File: src/rtl/ad9826_serial_responder.sv
`default_nettype none
// +----------------------------------------------------------------------------+
// | Module      : ad9826_serial_responder                                      |
// | Description : Slave-side model of the AD9826 3-wire configuration port.    |
// |               Oversamples SLOAD/SCLK/SDATA on clk and accepts 16-bit       |
// |               write frames into an 8 x 9-bit register file. When the       |
// |               readback feature is compiled in, it also answers read frames |
// |               by driving SDATA. The register file is exported flat.        |
// | Ports       : clk, rst_n (async, active low)                               |
// |               ad_sload, ad_sclk, ad_sdata_in      - serial bus pins        |
// |               ad_sdata_out, ad_sdata_oe           - SDATA pad drive        |
// |               regs_flat[72]                       - reg n at [9n+8:9n]     |
// |               wr_strobe, wr_addr[3], frame_err    - commit/error status    |
// | Config      : define AD9826_RSP_READBACK_EN to build the read path. When   |
// |               undefined, read frames are swallowed and SDATA never driven. |
// | Revision    : 1.0  initial release                                         |
// +----------------------------------------------------------------------------+
module ad9826_serial_responder #(
    parameter int SYNC_STAGES = 2   // synchronizer depth per pin, minimum 2
) (
    input  logic        clk,
    input  logic        rst_n,
    input  logic        ad_sload,
    input  logic        ad_sclk,
    input  logic        ad_sdata_in,
    output logic        ad_sdata_out,
    output logic        ad_sdata_oe,
    output logic [71:0] regs_flat,
    output logic        wr_strobe,
    output logic [2:0]  wr_addr,
    output logic        frame_err
);

    typedef enum logic [1:0] {
        S_IDLE   = 2'd0,
        S_HEADER = 2'd1,
        S_WRITE  = 2'd2,
        S_READ   = 2'd3
    } state_t;

    localparam logic [4:0] c_HDR_LAST   = 5'd6;   // count before the 7th header bit
    localparam logic [4:0] c_FRAME_BITS = 5'd16;

    // ------------------------------------------------------------------
    // Pin synchronizers and registered edge events
    // ------------------------------------------------------------------
    logic [SYNC_STAGES-1:0] r_sclk_sync;
    logic [SYNC_STAGES-1:0] r_sload_sync;
    logic [SYNC_STAGES-1:0] r_sdata_sync;
    logic                   r_sclk_prev;
    logic                   r_sload_prev;
    logic                   r_sclk_rise;
    logic                   r_sclk_fall;
    logic                   r_sload_rise;
    logic                   r_sload_fall;
    logic                   r_sdata;

    // SLOAD idles high, so its chain resets to 1 to avoid a false edge after reset.
    always_ff @(posedge clk or negedge rst_n) begin
        if (!rst_n) begin
            r_sclk_sync  <= '0;
            r_sload_sync <= '1;
            r_sdata_sync <= '0;
            r_sclk_prev  <= 1'b0;
            r_sload_prev <= 1'b1;
            r_sclk_rise  <= 1'b0;
            r_sclk_fall  <= 1'b0;
            r_sload_rise <= 1'b0;
            r_sload_fall <= 1'b0;
            r_sdata      <= 1'b0;
        end else begin
            r_sclk_sync  <= {r_sclk_sync[SYNC_STAGES-2:0], ad_sclk};
            r_sload_sync <= {r_sload_sync[SYNC_STAGES-2:0], ad_sload};
            r_sdata_sync <= {r_sdata_sync[SYNC_STAGES-2:0], ad_sdata_in};
            r_sclk_prev  <= r_sclk_sync[SYNC_STAGES-1];
            r_sload_prev <= r_sload_sync[SYNC_STAGES-1];
            r_sclk_rise  <=  r_sclk_sync[SYNC_STAGES-1]  & ~r_sclk_prev;
            r_sclk_fall  <= ~r_sclk_sync[SYNC_STAGES-1]  &  r_sclk_prev;
            r_sload_rise <=  r_sload_sync[SYNC_STAGES-1] & ~r_sload_prev;
            r_sload_fall <= ~r_sload_sync[SYNC_STAGES-1] &  r_sload_prev;
            // Delayed alongside the event registers so data lines up with its SCLK edge.
            r_sdata      <= r_sdata_sync[SYNC_STAGES-1];
        end
    end

    // ------------------------------------------------------------------
    // Frame state machine and register file
    // ------------------------------------------------------------------
    state_t      r_state;
    logic [4:0]  r_bit_cnt;
    logic [8:0]  r_shift;
    logic [2:0]  r_addr;
    logic [8:0]  r_regs [8];
    logic [8:0]  w_shift_next;

    // After the 7th header bit: [6] = R/W, [5:3] = address.
    assign w_shift_next = {r_shift[7:0], r_sdata};

`ifdef AD9826_RSP_READBACK_EN
    logic       r_oe;
    logic       r_out;
    logic [3:0] w_rd_idx;

    // bit_cnt 7 presents data bit 8, bit_cnt 15 presents data bit 0.
    assign w_rd_idx     = 4'(5'd15 - r_bit_cnt);
    assign ad_sdata_oe  = r_oe;
    assign ad_sdata_out = r_out;
`else
    assign ad_sdata_oe  = 1'b0;
    assign ad_sdata_out = 1'b0;
`endif

    always_ff @(posedge clk or negedge rst_n) begin
        if (!rst_n) begin
            r_state   <= S_IDLE;
            r_bit_cnt <= '0;
            r_shift   <= '0;
            r_addr    <= '0;
            wr_strobe <= 1'b0;
            wr_addr   <= '0;
            frame_err <= 1'b0;
            for (int i = 0; i < 8; i++) r_regs[i] <= '0;
`ifdef AD9826_RSP_READBACK_EN
            r_oe      <= 1'b0;
            r_out     <= 1'b0;
`endif
        end else begin
            wr_strobe <= 1'b0;
            frame_err <= 1'b0;

            if (r_sload_fall) begin
                // Starts a frame from any state; an open frame is silently dropped.
                r_state   <= S_HEADER;
                r_bit_cnt <= '0;
                r_shift   <= '0;
`ifdef AD9826_RSP_READBACK_EN
                r_oe      <= 1'b0;
`endif
            end else if (r_sload_rise) begin
                r_state <= S_IDLE;
`ifdef AD9826_RSP_READBACK_EN
                r_oe    <= 1'b0;
`endif
                if (r_state == S_HEADER) begin
                    frame_err <= 1'b1;
                end else if (r_state == S_WRITE) begin
                    if (r_bit_cnt == c_FRAME_BITS) begin
                        r_regs[r_addr] <= r_shift;
                        wr_addr        <= r_addr;
                        wr_strobe      <= 1'b1;
                    end else begin
                        frame_err <= 1'b1;
                    end
                end
            end else begin
                case (r_state)
                    S_HEADER: begin
                        if (r_sclk_rise) begin
                            r_shift   <= w_shift_next;
                            r_bit_cnt <= r_bit_cnt + 5'd1;
                            if (r_bit_cnt == c_HDR_LAST) begin
                                r_addr <= w_shift_next[5:3];
                                if (w_shift_next[6]) begin
`ifdef AD9826_RSP_READBACK_EN
                                    r_state <= S_READ;
`else
                                    // Read frames are swallowed: remaining edges are ignored in IDLE.
                                    r_state <= S_IDLE;
`endif
                                end else begin
                                    r_state <= S_WRITE;
                                end
                            end
                        end
                    end
                    S_WRITE: begin
                        if (r_sclk_rise) begin
                            if (r_bit_cnt == c_FRAME_BITS) begin
                                frame_err <= 1'b1;
                                r_state   <= S_IDLE;
                            end else begin
                                r_shift   <= w_shift_next;
                                r_bit_cnt <= r_bit_cnt + 5'd1;
                            end
                        end
                    end
`ifdef AD9826_RSP_READBACK_EN
                    S_READ: begin
                        if (r_sclk_rise) begin
                            if (r_bit_cnt == c_FRAME_BITS) begin
                                frame_err <= 1'b1;
                                r_oe      <= 1'b0;
                                r_state   <= S_IDLE;
                            end else begin
                                r_bit_cnt <= r_bit_cnt + 5'd1;
                            end
                        end else if (r_sclk_fall) begin
                            if (r_bit_cnt == c_FRAME_BITS) begin
                                r_oe <= 1'b0;
                            end else begin
                                r_oe  <= 1'b1;
                                r_out <= r_regs[r_addr][w_rd_idx];
                            end
                        end
                    end
`endif
                    default: r_state <= S_IDLE;
                endcase
            end
        end
    end

    for (genvar g = 0; g < 8; g++) begin : g_flat
        assign regs_flat[9*g +: 9] = r_regs[g];
    end

endmodule
`default_nettype wire

File: config.mk
export PLATFORM = sky130hd
export DESIGN_NAME = ad9826_serial_responder
export DESIGN_NICKNAME = d
export VERILOG_FILES = /design/src/rtl/ad9826_serial_responder.sv
export SDC_FILE = /design/constraint.sdc
export NUM_CORES = 1
export LEC_CHECK = 0
export ABC_AREA = 1
export CAP_MARGIN = 20
export CORE_UTILIZATION = 52
export CTS_CLUSTER_SIZE = 20
export DETAILED_ROUTE_END_ITERATION = 6
export GPL_TIMING_DRIVEN = 1
export PLACE_DENSITY = 0.83
export SLEW_MARGIN = 20
export SYNTH_ARGS = -nofsm -noshare
export SYNTH_HDL_FRONTEND = slang
export SYNTH_SLANG_ARGS = --single-unit
File: constraint.sdc
create_clock -name clk -period 1.7 [get_ports clk]
set_input_delay 0.255 -clock clk [delete_from_list [all_inputs] [get_ports clk]]
set_output_delay 0.255 -clock clk [all_outputs]
set_load 0.02 [all_outputs]
# Word-level counts from Yosys, hierarchy flattened
# Index checks and enable logic that the tools add are counted.
[classes] add_sub_neg=1 n_mul=0 n_div=0 order_cmp=2 n_eq_ne=12 n_shift=0 muxes=35 bitwise_logic=10 reduce_logical=6
[op_table] op="$bwmux 72" count=1
[op_table] op="$mux 9" count=6
[op_table] op="$demux 9 s3" count=1
[op_table] op="$mux 5" count=5
[op_table] op="$pmux 9 s2" count=1
[op_table] op="$reduce_and 5->1" count=3
[op_table] op="$mux 2" count=7
[op_table] op="$mux 1" count=12
[op_table] op="$pmux 5 s2" count=1
[op_table] op="$ne 3x3->1 const B" count=3
[op_table] op="$ne 4x3->1 const B" count=2
[op_table] op="$ne 4x4->1 const B" count=2
[op_table] op="$not 1->1" count=6
[op_table] op="$add 5x1->5 const B" count=1
[op_table] op="$eq 5x3->1 const B" count=1
[op_table] op="$eq 5x5->1 const B" count=1
[op_table] op="$ge 4x4->1 const B" count=1
[op_table] op="$lt 4x1->1 const B" count=1
[op_table] op="$not 3->4" count=1
[op_table] op="$pmux 2 s2" count=1
[op_table] op="$reduce_and 4->1" count=1
[op_table] op="$and 1x1->1" count=3
[op_table] op="$reduce_bool 3->1" count=1
[op_table] op="$eq 2x1->1 const B" count=1
[op_table] op="3 further kinds" count=3
[totals] ff_bits=108 latchBits=0 ramBits=0 romBits=0 out_inout_bits=79 n_memories=0

# Depth between registers and ports, before layout
# Gate-level depths: netlist of run 1.
[depth] word_depth=6 depth_mapped=11 mapped_depth_nobuf=10

# Worst setup path before layout of run 1
# Ideal clock, no wire load.
[synth_timing] kind="flip-flop to flip-flop" startpoint="register r_bit_cnt[0]" endpoint="register r_regs, in the netlist regs_flat[18]" setup_ns=0.117 arrival_time_ns=1.425 required_time_ns=1.583 path_slack_ns=0.158 stages_incl_launch_ff=11 period_less_slack_ns=1.542 cell_sequence="dfrtp_1 -> inv_1 -> ha_1 -> nand2_1 -> nor2_4 -> nand3_4 -> inv_4 -> buf_12 -> nand2_2 -> nand2_1 -> nand2_1"
[synth_via] elab_chain_len=2
[synth_lines] element="from (decl)" line_no="90" text="logic [4:0] r_bit_cnt;"
[synth_lines] element="from (signal assigned)" line_no="160" text="r_bit_cnt <= r_bit_cnt + 5'd1;"
[synth_lines] element="from (signal assigned)" line_no="183" text="r_bit_cnt <= r_bit_cnt + 5'd1;"
[synth_lines] element="$eq 5x5->1" line_no="147" text="if (r_bit_cnt == c_FRAME_BITS) begin"
[synth_lines] element="$reduce_and 5->1 (no source line)"
[synth_lines] element="to (signal, indexed assignment)" line_no="148" text="r_regs[r_addr] <= r_shift;"
[synth_lines] element="to (decl)" line_no="93" text="logic [8:0] r_regs [8];"
# No other way between the ends.
# A chain may end at the register's enable or synchronous reset.

# Final worst setup path of run 1
[layout_timing] startpoint="register r_bit_cnt[0]" endpoint="register r_regs, in the netlist regs_flat[24]"
# The elaborated chain is that of the path after synthesis.

==> results of run 1 <==
==> power by group through the flow <==
stage	clock network (W)	logic (W)	registers [W]
final	0.00154	0.000986	0.00316
after global routing	0.00165	0.00112	0.00317
after CTS	0.00156	0.000973	0.00314
after detailed placement	0	0.000966	0.00319
after global placement	0	0.000917	0.00318
after floorplan	0	0.000850	0.00288
==> timing repair <==
action | 4_1_cts | 5_1_grt
resized for setup | 0 | 3
endpoints found under the setup margin | 8 | 72
hold buffers | 1 | 0
setup buffers | 0 | 4
hold endpoints to repair | 34 | 0
cloned | 1 | 2
pin swaps | 1 | 1
==> layer usage <==
layer  routed length (um)  vias up  GRT usage [%]
met5                    0        -              0
met4                  262        0          10.32
li1                     -     1822              -
met2                 5673      195          42.32
met3                  741       27          3.589
met1                 4669     1889          35.83
==> worst reg2reg max path, cell delays in order, from the launching register on <==
cell and delay [ps]:
dfrtp_1 390, inv_1 90, ha_1 140, nand2_1 100, nor2_4 150, nand3_4 110, inv_8 100, buf_4 120
clkbuf_16 160, nand3_1 90, nand2_1 120
==> how the worst max path moves through the flow <==
| stage | start | endpoint | slack (ps) |
|---|---|---|---|
| 6_report | r_bit_cnt[0] | regs_flat[24] | 60 |
| 5_1_grt | r_bit_cnt[0] | regs_flat[55] | 1 |
| 4_1_cts | r_bit_cnt[0] | regs_flat[1] | 10 |
| 3_5_place_dp | r_bit_cnt[0] | regs_flat[11] | -30 |
| 3_3_place_gp | r_bit_cnt[0] | regs_flat[13] | 80 |
| 2_1_floorplan | r_bit_cnt[0] | regs_flat[18] | 160 |
==> final cells by class <==
class	count	area share, %
Sequential cell	108	46.22
Timing Repair Buffer	105	18.80
Inverter	33	2.244
Tap cell	105	2.244
Clock inverter	6	1.090
Multi-Input combinational cell	361	27.22
Clock buffer	10	2.179
==> Yosys cell counts <==
cell      number  share of area [%]
nand2_2        1               0.14
buf_4          4               0.66
nand2_1      218                 18
conb_1         1              0.082
nor2_2         6               0.82
inv_4          1               0.14
buf_1          1              0.082
inv_1         27                2.2
buf_2          9               0.99
xnor2_1        1               0.19
dfstp_2        3                1.7
ha_1           3               0.82
inv_2          5               0.41
nor2_4         1               0.25
nor3b_1        1               0.16
buf_12         1               0.44
nor2_1        29                2.4
nand3_1       81                8.9
dfrtp_1      105                 58
nand2_4        6                1.5
nand4_1        2               0.27
o21ai_0        8               0.88
a21oi_1        1               0.11
nand3_4        1               0.38
clkbuf_1       9               0.74
==> per-stage QoR <==
step	total power [W]	setup TNS (ps)	util, %	worst slack [ps]	cells
after global placement	0.004098	0	66.35	83.03	704
after detailed placement	0.004158	-53.37	66.35	-30.68	704
final	0.005690	0	70.21	55.84	728
after global routing	0.005940	0	70.21	1.205	728
after floorplan	0.003730	0	-	157.7	526
after CTS	0.005668	0	69.16	13.36	722
==> flip-flops by register name, summed over array words and instances (netlist names) <==
signal and cells:
regs_flat 72, r_shift 9, r_bit_cnt 5, r_addr 3, wr_addr 3, r_sclk_sync 2, r_sdata_sync 2, r_sload_sync 2
r_state 2, frame_err 1, r_sclk_prev 1, r_sclk_rise 1, r_sdata 1, r_sload_fall 1, r_sload_prev 1, r_sload_rise 1
wr_strobe 1
==> layout by cell type, fill, tap and decap left out <==
cell type,instances
o21ai_0,8
dlygate4sd3_1,1
buf_12,4
bufbuf_16,1
inv_1,27
a21oi_1,1
nand3_1,81
nand2_4,6
ha_1,3
nor2_4,1
clkbuf_8,9
buf_4,17
nand4_1,2
nand2_2,2
nor2_1,29
clkdlybuf4s50_1,80
clkbuf_1,1
nor2_2,6
nand2_1,217
nor3b_1,1
inv_6,1
clkbuf_16,2
inv_8,1
dfstp_2,3
inv_2,5
dfrtp_1,105
nand3_4,1
xnor2_1,1
clkinv_2,2
conb_1,2
clkinvlp_4,2
bufinv_16,1
==> cell families after synthesis <==
family / after synthesis / share of synthesized area [%]
AOI/OAI and AO/OA: 9 / 0.9892
xor gates and xnor gates: 1 / 0.1924
adders and majority gates: 3 / 0.8245
buffers and inverters: 57 / 5.688
DFF: 108 / 59.44
other: 1 / 0.08236
and+or+nand+nor: 346 / 32.78
==> impl_summary.log, run 1 <==
[metrics] run status: completed
[metrics] HPWL reported at the end of detailed placement: 7609 um
[metrics] share of final-layout standard cells stronger than drive strength 1: 10.27%
[metrics] sequential share of the synthesized area: 59.44%
[metrics] Synth Instances: 525
[metrics] hold violation total from the final report: 0
[metrics] unrepaired setup endpoints after global routing: yes
[metrics] post-route ant nets: 0
[metrics] Die X-Extent: 95.58 um
[metrics] number of DRC markers after the initial detailed-route iteration: 285
[metrics] maximum number of pins on one net before global-route repair: 42
[metrics] fill cell total of the finished layout: 647
[metrics] footprint of the multi-input gates: 1594 sq um
[metrics] crit path DAT: 1950 ps
[metrics] Final Hold Slack: 293.6 ps
[metrics] total net switching power: 0.001938 W
[metrics] number of remaining DRC errors: 0
[metrics] level count of the clock H-tree: 3
[metrics] detailed-routing iteration count for the pre-antenna-repair pass: 5
[metrics] CTS tree: done
[metrics] path category of the worst min-delay check: in -> reg
[metrics] warning count from the yosys run: 0
[metrics] Max Freq: 0.6082 GHz
[metrics] overall die height: 95.58 um
[metrics] headroom to the max-slew limit: 62.29%
[metrics] GPL Wtd Cong: roughly 0.86
[metrics] wire length of the first global-routing pass: between 15000 and 20000 um
[metrics] maximum VDD drop: 0.0008891 V
[metrics] mean post-synth cell area: around 8.7 sq um
[metrics] fraction of power consumed by sequential logic: 55.6%
[metrics] Remaining Overflow, GRT: 0
[metrics] worst-margin pin slew: 565.7 ps
[metrics] final setup violating endpoints: 0
[metrics] critical path type: reg -> reg
[metrics] placeable core region: about 8300 sq um
[metrics] antenna fix cells: 0
[metrics] count of cell instances traversed by the critical path: 10
[metrics] Initial Util: 54.59%
[metrics] Unique masters post-synth: 25
[metrics] final critical delay including setup and external delays: 1644 ps
[metrics] origin of the critical flop-to-flop path: r_bit_cnt[0]
[metrics] list of cells traversed by the critical path: inv_1 -> ha_1 -> nand2_1 -> nor2_4 -> nand3_4 -> inv_8 -> buf_4 -> clkbuf_16 -> nand3_1 -> nand2_1
[metrics] crit-path leading delay family: simple AND/OR/NAND/NOR gates
[metrics] worst-case clock skew: 9.715 ps
[metrics] clock sink count: 108
[metrics] initial antenna violation count: 0
[metrics] leakage power summed over all cells: 3.115 nW
[metrics] reg2reg end: regs_flat[24]
[metrics] total wire length: between 10000 and 15000 um
[metrics] worst-case hold path end point: r_sload_sync[0]
[metrics] placed cell areas: 5534 sq um
[metrics] Worst Path Max Fanout: 19
[metrics] post-synthesis cell area: ~4600 sq um
[metrics] buffer depth of the longest clock path: 2
[metrics] sort of element at the start of the critical path: flip-flop
[metrics] number of buffer cells added on primary ports: 81
[metrics] number of synthesized register bits: 108
[metrics] post-route standard cell area excluding fillers: 5856 sq um
[metrics] I/O Pins: 84
[metrics] most frequent CP cell: nand2_1
[metrics] max cap viols: 0
[metrics] via count of the first global-routing pass: 3654
[metrics] clock-pin slew on the worst setup and hold paths: roughly 100 ps
[metrics] placement row count: 33
[metrics] Total Routing Usage GR: between 20% and 30%
[metrics] Buffers & Inverters on Critical Path: 4
[metrics] footprint of the flip-flops and latches: 2706 sq um
[metrics] fraction of power consumed by the clock network: 27.1%
[metrics] required time of the critical path: 2000 ps
[metrics] average wire length per cell after detail routing: roughly 16 um
[metrics] Total Nets Final: approximately 630
[metrics] total via count in the routed design: 3933
[metrics] final worst path period share: 96.72%
[metrics] source-to-sink clock delay at the later pin of the worst-skew pair: 360 ps
[metrics] clock tree root driver cell: clkbuf_8
[metrics] Cells on Worst Hold Path: 1
[metrics] largest stage delay on the critical path: ~390 ps
[metrics] area added between synthesis and finish: 28.61%
[metrics] area of the die: 9135 sq um
[metrics] setup slack of the worst register-to-register path: roughly 56 ps
[metrics] internal power of the cells: around 0.0038 W
[metrics] post-detailed-route via-to-cell ratio: between 5 and 6
[metrics] worst-path cell with the longest stage delay: dfrtp_1
[metrics] switching fraction of total power: 34.07%
[metrics] number of cell instances on the worst register-to-register path: 10
[metrics] hold path startpoint: ad_sload
[metrics] Final Slew Violations: 0
[metrics] Inserted Clock Buffers: 9
[metrics] combinational power share: 17.3%
[metrics] ratio of total power to cell area: approximately 1000 nW/um^2
[metrics] element type at the critical path end: flip-flop
(Power assumes the default switching activity.)
==> run 2, diff against run 1 <==
--- a/config.mk
+++ b/config.mk
@@ -7,11 +7,13 @@
 export LEC_CHECK = 0
 export ABC_AREA = 1
 export CAP_MARGIN = 20
-export CORE_UTILIZATION = 52
+export CELL_PAD_IN_SITES_DETAIL_PLACEMENT = 1
+export CELL_PAD_IN_SITES_GLOBAL_PLACEMENT = 2
+export CORE_UTILIZATION = 33
 export CTS_CLUSTER_SIZE = 20
 export DETAILED_ROUTE_END_ITERATION = 6
 export GPL_TIMING_DRIVEN = 1
-export PLACE_DENSITY = 0.83
+export PLACE_DENSITY = 0.87
 export SLEW_MARGIN = 20
 export SYNTH_ARGS = -nofsm -noshare
 export SYNTH_HDL_FRONTEND = slang
==> constraint.sdc (replaced) <==
create_clock -name clk -period 2.1 [get_ports clk]
set_input_delay 0.315 -clock clk [delete_from_list [all_inputs] [get_ports clk]]
set_output_delay 0.315 -clock clk [all_outputs]
set_load 0.02 [all_outputs]
==> impl_summary.log, run 2 (synthesis results as in run 1) <==
[metrics] run status: finished, violations left
[metrics] violations in the final reports: hold timing
[metrics] Die X-Extent: 119.5 um
[metrics] critical path type: reg -> reg
[metrics] total via count in the routed design: 3707
[metrics] Initial Util: 34.11%
[metrics] GPL Wtd Cong: 0.7959
[metrics] Final Slew Violations: 0
[metrics] met3 GRT Util: about 3.6%
[metrics] number of cell instances on the worst register-to-register path: 10
[metrics] most frequent cells in the layout: nand2_1 (218), dfrtp_1 (105), nand3_1 (81), clkdlybuf4s50_1 (80), nor2_1 (29)
[metrics] buffer depth of the longest clock path: 2
[metrics] placeable core region: 13350 sq um
[metrics] endpoint of the most critical setup path: regs_flat[50]
[metrics] setup slack of the worst register-to-register path: ~250 ps
[metrics] path category of the worst min-delay check: in -> async
[metrics] most crowded layer after global routing: met2
[metrics] required time of the critical path: 2350 ps
[metrics] HPWL reported at the end of detailed placement: 8370 um
[metrics] area of the die: 14270 sq um
[metrics] final critical delay including setup and external delays: ~1900 ps
[metrics] post-detailed-route via-to-cell ratio: between 4 and 5
[metrics] antenna fix cells: 0
[metrics] sort of element at the start of the critical path: flip-flop
[metrics] hold buffers post-CTS: 0
[metrics] Inserted Clock Buffers: 9
[metrics] worst-margin pin slew: ~760 ps
[metrics] Final Hold Slack: -7.875 ps
[metrics] met1 Resource Use GR: 24.04%
[metrics] number of remaining DRC errors: 0
[metrics] leakage power summed over all cells: between 3 and 4 nW
[metrics] Total Nets Final: 614
[metrics] Total Routing Usage GR: 18.46%
[metrics] overall die height: 119.5 um
[metrics] number of buffer cells added on primary ports: 81
[metrics] maximum number of pins on one net before global-route repair: roughly 110
[metrics] share of final-layout standard cells stronger than drive strength 1: 8.347%
[metrics] Remaining Overflow, GRT: 0
[metrics] CTS tree: done
[metrics] origin of the critical flop-to-flop path: r_bit_cnt[0]
[metrics] via count of the first global-routing pass: 3857
[metrics] total wire length: 12160 um
[metrics] final setup violating endpoints: 0
[metrics] number of DRC markers after the initial detailed-route iteration: 209
[metrics] average wire length per cell after detail routing: 15.45 um
[metrics] worst-case clock skew: around 7.7 ps
[metrics] I/O Pins: 84
[metrics] reg2reg end: regs_flat[50]
[metrics] detailed-routing iteration count for the pre-antenna-repair pass: 4
[metrics] placement row count: 42
[metrics] initial antenna violation count: 0
[metrics] ratio of total power to cell area: a little under 900 nW/um^2
[metrics] clock sink count: 108
[metrics] most frequent standard cell in the layout excluding fill and tap cells: nand2_1
[metrics] Largest register FFs: 72
[metrics] post-route ant nets: 0
[metrics] area added between synthesis and finish: 29.90%
[metrics] global routing met2 resource utilization: 30.64%
[metrics] unrepaired setup endpoints after global routing: no
[metrics] Worst Path Max Fanout: 27
[metrics] max cap viols: 0
[metrics] maximum VDD drop: around 0.00050 V
[metrics] element type at the critical path end: flip-flop
[metrics] post-CTS setup buffers: 0
[metrics] clock tree root driver cell: clkbuf_16
[metrics] wire length of the first global-routing pass: 20150 um
[metrics] headroom to the max-slew limit: a little under 50%
[metrics] hold violation total from the final report: 5
[metrics] source-to-sink clock delay at the later pin of the worst-skew pair: about 360 ps
[metrics] worst setup path startpoint: r_bit_cnt[0]
[metrics] crit path DAT: 2100 ps
[metrics] Max Freq: about 0.54 GHz
[metrics] clock-pin slew on the worst setup and hold paths: 60 ps
[metrics] post-route setup TNS: 0 ps
[metrics] level count of the clock H-tree: 3
[metrics] sum of internal, switching and leakage power: 0.005202 W
[metrics] final worst path period share: about nine tenths
## run 2: cell count changes in the layout (fill, tap and decap cells not counted), sizes merged
cell / previous run / this run
clkinv: 2 / 1
buf: 21 / 13
dlygate4sd3: 1 / 0
clkbuf: 12 / 13
clkinvlp: 2 / 0
bufbuf: 1 / 0
bufinv: 1 / 2
inv: 34 / 33
## run 2: stage by stage
stage	instance area, sq um	worst slack (ps)	hold slack, ps	instances	utilization [%]
3_3_place_gp	5580	239.8	335.0	771	41.81
3_5_place_dp	5580	149.1	341.1	771	41.81
6_report	5914	246.0	-7.875	787	44.31
4_1_cts	5909	137.7	52.84	787	44.27
5_1_grt	5914	37.03	93.22	787	44.31
2_1_floorplan	4557	557.7	19.41	526	-
## run 2: what timing repair did
item,CTS,global route
endpoints found under the setup margin,0,36
resized for setup,0,2
hold endpoints to repair,0,0
## run 2: how the worst min path moves through the flow
stage	startpoint	end	slack, ps
3_5_place_dp	r_sclk_sync[0]	r_sclk_sync[1]	340
2_1_floorplan	rst_n	frame_err	20
4_1_cts	rst_n	regs_flat[51]	50
3_3_place_gp	r_sdata_sync[0]	r_sdata_sync[1]	330
5_1_grt	rst_n	regs_flat[50]	90
6_report	rst_n	regs_flat[51]	-8
## run 2: metal layers
layer	wire length, um	share of wire (%)
met5	0	0
met4	181	1.5
met3	427	3.5
met2	5878	48
met1	5671	47
## run 2: area by class of cell
| type | instances | area, sq um |
|---|---|---|
| Inverter | 33 | 131.4 |
| Tap cell | 176 | 220.2 |
| Fill cell | 1551 | 7433 |
| Clock inverter | 3 | 68.82 |
| Sequential cell | 108 | 2706 |
| Clock buffer | 13 | 260.3 |
| Multi-Input combinational cell | 361 | 1592 |
| Timing Repair Buffer | 93 | 935.9 |
## run 2: worst max-delay path: stages, from the launching register on
cell and delay, ps:
dfrtp_1 420, inv_1 110, ha_1 150, nand2_1 100, nor2_4 160, nand3_4 150, inv_8 200, buf_12 200
nand2_4 100, nand2_1 90, nand2_1 50
## run 2: report_power, final
part           leakage (nW)  switching, W  internal [W]
combinational          1.47      0.000499      0.000241
clock                 0.160      0.000758       0.00111
sequential             1.47      0.000374       0.00222
==> run 3, diff against run 2 <==
--- a/config.mk
+++ b/config.mk
@@ -7,13 +7,12 @@
 export LEC_CHECK = 0
 export ABC_AREA = 1
 export CAP_MARGIN = 20
-export CELL_PAD_IN_SITES_DETAIL_PLACEMENT = 1
-export CELL_PAD_IN_SITES_GLOBAL_PLACEMENT = 2
-export CORE_UTILIZATION = 33
+export CORE_UTILIZATION = 55
 export CTS_CLUSTER_SIZE = 20
 export DETAILED_ROUTE_END_ITERATION = 6
 export GPL_TIMING_DRIVEN = 1
 export PLACE_DENSITY = 0.87
+export RECOVER_POWER = 100
 export SLEW_MARGIN = 20
 export SYNTH_ARGS = -nofsm -noshare
 export SYNTH_HDL_FRONTEND = slang
==> impl_summary.log, run 3 (synthesis results as in run 1) <==
[metrics] run status: completed
[metrics] post-detailed-route via-to-cell ratio: 5.313
[metrics] Max Freq: about 0.52 GHz
[metrics] buffer depth of the longest clock path: 2
[metrics] fill cell total of the finished layout: approximately 590
[metrics] placeable core region: 7848 sq um
[metrics] via count of the first global-routing pass: 3495
[metrics] Inserted Clock Buffers: 9
[metrics] Final Slew Violations: 0
[metrics] footprint of the flip-flops and latches: 2706 sq um
[metrics] max cap viols: 0
[metrics] footprint of the multi-input gates: 1574 sq um
[metrics] Worst Path Max Fanout: 44
[metrics] clock tree root driver cell: clkbuf_8
[metrics] post-route ant nets: 0
[metrics] Total Nets Final: between 600 and 700
[metrics] source-to-sink clock delay at the later pin of the worst-skew pair: approximately 360 ps
[metrics] initial antenna violation count: 0
[metrics] post-route standard cell area excluding fillers: about 5600 sq um
[metrics] crit path DAT: between 2000 and 2500 ps
[metrics] GPL Wtd Cong: 0.9951
[metrics] combinational power share: 15.2%
[metrics] area added between synthesis and finish: 22.29%
[metrics] maximum VDD drop: 0.0005579 V
[metrics] Remaining Overflow, GRT: 0
[metrics] leakage power summed over all cells: 3.218 nW
[metrics] most frequent cells in the layout: nand2_1 (219), dfrtp_1 (105), nand3_1 (81), dlygate4sd3_1 (81), nor2_1 (29)
[metrics] overall die height: roughly 93 um
[metrics] total net switching power: 0.001483 W
[metrics] final setup violating endpoints: 0
[metrics] Die X-Extent: approximately 93 um
[metrics] share of final-layout standard cells stronger than drive strength 1: between 7 and 8%
[metrics] ratio of total power to cell area: 783.1 nW/um^2
[metrics] total via count in the routed design: around 3800
[metrics] final critical delay including setup and external delays: 1914 ps
[metrics] clock-pin slew on the worst setup and hold paths: 90 ps
[metrics] I/O Pins: 84
[metrics] most frequent standard cell in the layout excluding fill and tap cells: nand2_1
[metrics] worst-margin pin slew: 805.2 ps
[metrics] internal power of the cells: between 0.002 and 0.003 W
[metrics] worst-case clock skew: 9.580 ps
[metrics] post-route setup TNS: 0 ps
[metrics] CTS tree: done
[metrics] clock sink count: 108
[metrics] element type at the critical path end: flip-flop
[metrics] detailed-routing iteration count for the pre-antenna-repair pass: 6
[metrics] maximum number of pins on one net before global-route repair: 48
[metrics] critical path type: reg -> reg
[metrics] unrepaired setup endpoints after global routing: no
[metrics] Final Hold Slack: 357.7 ps
[metrics] average wire length per cell after detail routing: 14.43 um
[metrics] Largest register FFs: 72
[metrics] placed cell areas: 5430 sq um
[metrics] fraction of power consumed by sequential logic: between 50% and 60%
[metrics] HPWL reported at the end of detailed placement: 7359 um
[metrics] total wire length: just over 10000 um
[metrics] Initial Util: between 50% and 60%
[metrics] hold violation total from the final report: 0
[metrics] antenna fix cells: 0
[metrics] number of remaining DRC errors: 0
[metrics] path category of the worst min-delay check: reg -> reg
[metrics] Total Routing Usage GR: 25.47%
[metrics] area of the die: approximately 8600 sq um
[metrics] Post-Route Utilization: between 70 and 80%
[metrics] wire length of the first global-routing pass: 17040 um
[metrics] sort of element at the start of the critical path: flip-flop
[metrics] level count of the clock H-tree: 3
[metrics] required time of the critical path: between 2000 and 2500 ps
[metrics] number of DRC markers after the initial detailed-route iteration: 274
[metrics] headroom to the max-slew limit: ~46%
[metrics] final worst path period share: 91.16%
[metrics] switching fraction of total power: 34.01%
[metrics] placement row count: 32
[metrics] count of cells resized by post-cts repair: 0
[metrics] fraction of power consumed by the clock network: 25.6%
[metrics] number of buffer cells added on primary ports: between 80 and 90
==> run 3: cell count changes in the layout (fill, tap and decap cells not counted), sizes merged <==
cell / change
inv: +1
clkbuf: +2
clkinv: +2
dlygate4sd3: +81
clkdlybuf4s50: -80
buf: -10
bufinv: -2
==> run 3: stage by stage <==
| step | instances | setup WS [ps] | total power, W |
|---|---|---|---|
| after CTS | 707 | 240.3 | 0.004368 |
| after floorplan | 526 | 557.7 | 0.003019 |
| after global placement | 691 | 352.6 | 0.003222 |
| final | 707 | 185.7 | 0.004360 |
| after detailed placement | 691 | 236.9 | 0.003276 |
| after global routing | 707 | 29.55 | 0.004583 |
==> run 3: cell type report <==
class,count,share of cell area (%)
sequential,108,48.61
inverter,33,2.270
tap,102,2.292
clock buffer,11,2.539
timing repair buffer,88,15.60
clock inverter,4,0.4270
multi-input combinational,361,28.27
==> run 3: worst max-delay path: stages, from the launching register on <==
cell     delay, ps
dfrtp_1        430
inv_1          100
ha_1           150
nand2_1        100
nor2_4         170
nand3_4        120
inv_4          180
buf_12         240
nand2_2        150
nand2_1        110
nand2_1         60
==> run 3: per-layer routing <==
metal | global-route usage (%) | up-vias | wire length, um
met5 | 0 | - | 0
met4 | 8.205 | 0 | 85
met3 | 3.577 | 8 | 659
met2 | 41.79 | 149 | 5084
met1 | 35.36 | 1814 | 4374
li1 | - | 1785 | -
==> run 3: power by group through the flow <==
stage / sequential (W) / clock (W) / combinational (W)
3_5_place_dp: 0.00261 / 0 / 0.000666
4_1_cts: 0.00257 / 0.00113 / 0.000674
2_1_floorplan: 0.00233 / 0 / 0.000688
3_3_place_gp: 0.00259 / 0 / 0.000630
5_1_grt: 0.00260 / 0.00121 / 0.000772
6_report: 0.00258 / 0.00112 / 0.000663
==> run 3: worst paths after layout <==
path | endpoint | from | slack, ps | depth (start not counted)
max | regs_flat[17] | r_bit_cnt[0] | 190 | 10
min | r_sclk_sync[1] | r_sclk_sync[0] | 360 | 0
max reg2reg | regs_flat[17] | r_bit_cnt[0] | 190 | 10
min reg2reg | r_sclk_sync[1] | r_sclk_sync[0] | 360 | 0
max in group asynchronous | r_sdata_sync[0] | rst_n | 350 | 3
min in group asynchronous | regs_flat[49] | rst_n | 570 | 2
==> run 3: what timing repair did <==
action                     CTS  global route
hold buffers                 1             0
hold endpoints to repair    29             0
setup endpoints to repair    0             0
buffers inserted             0             0
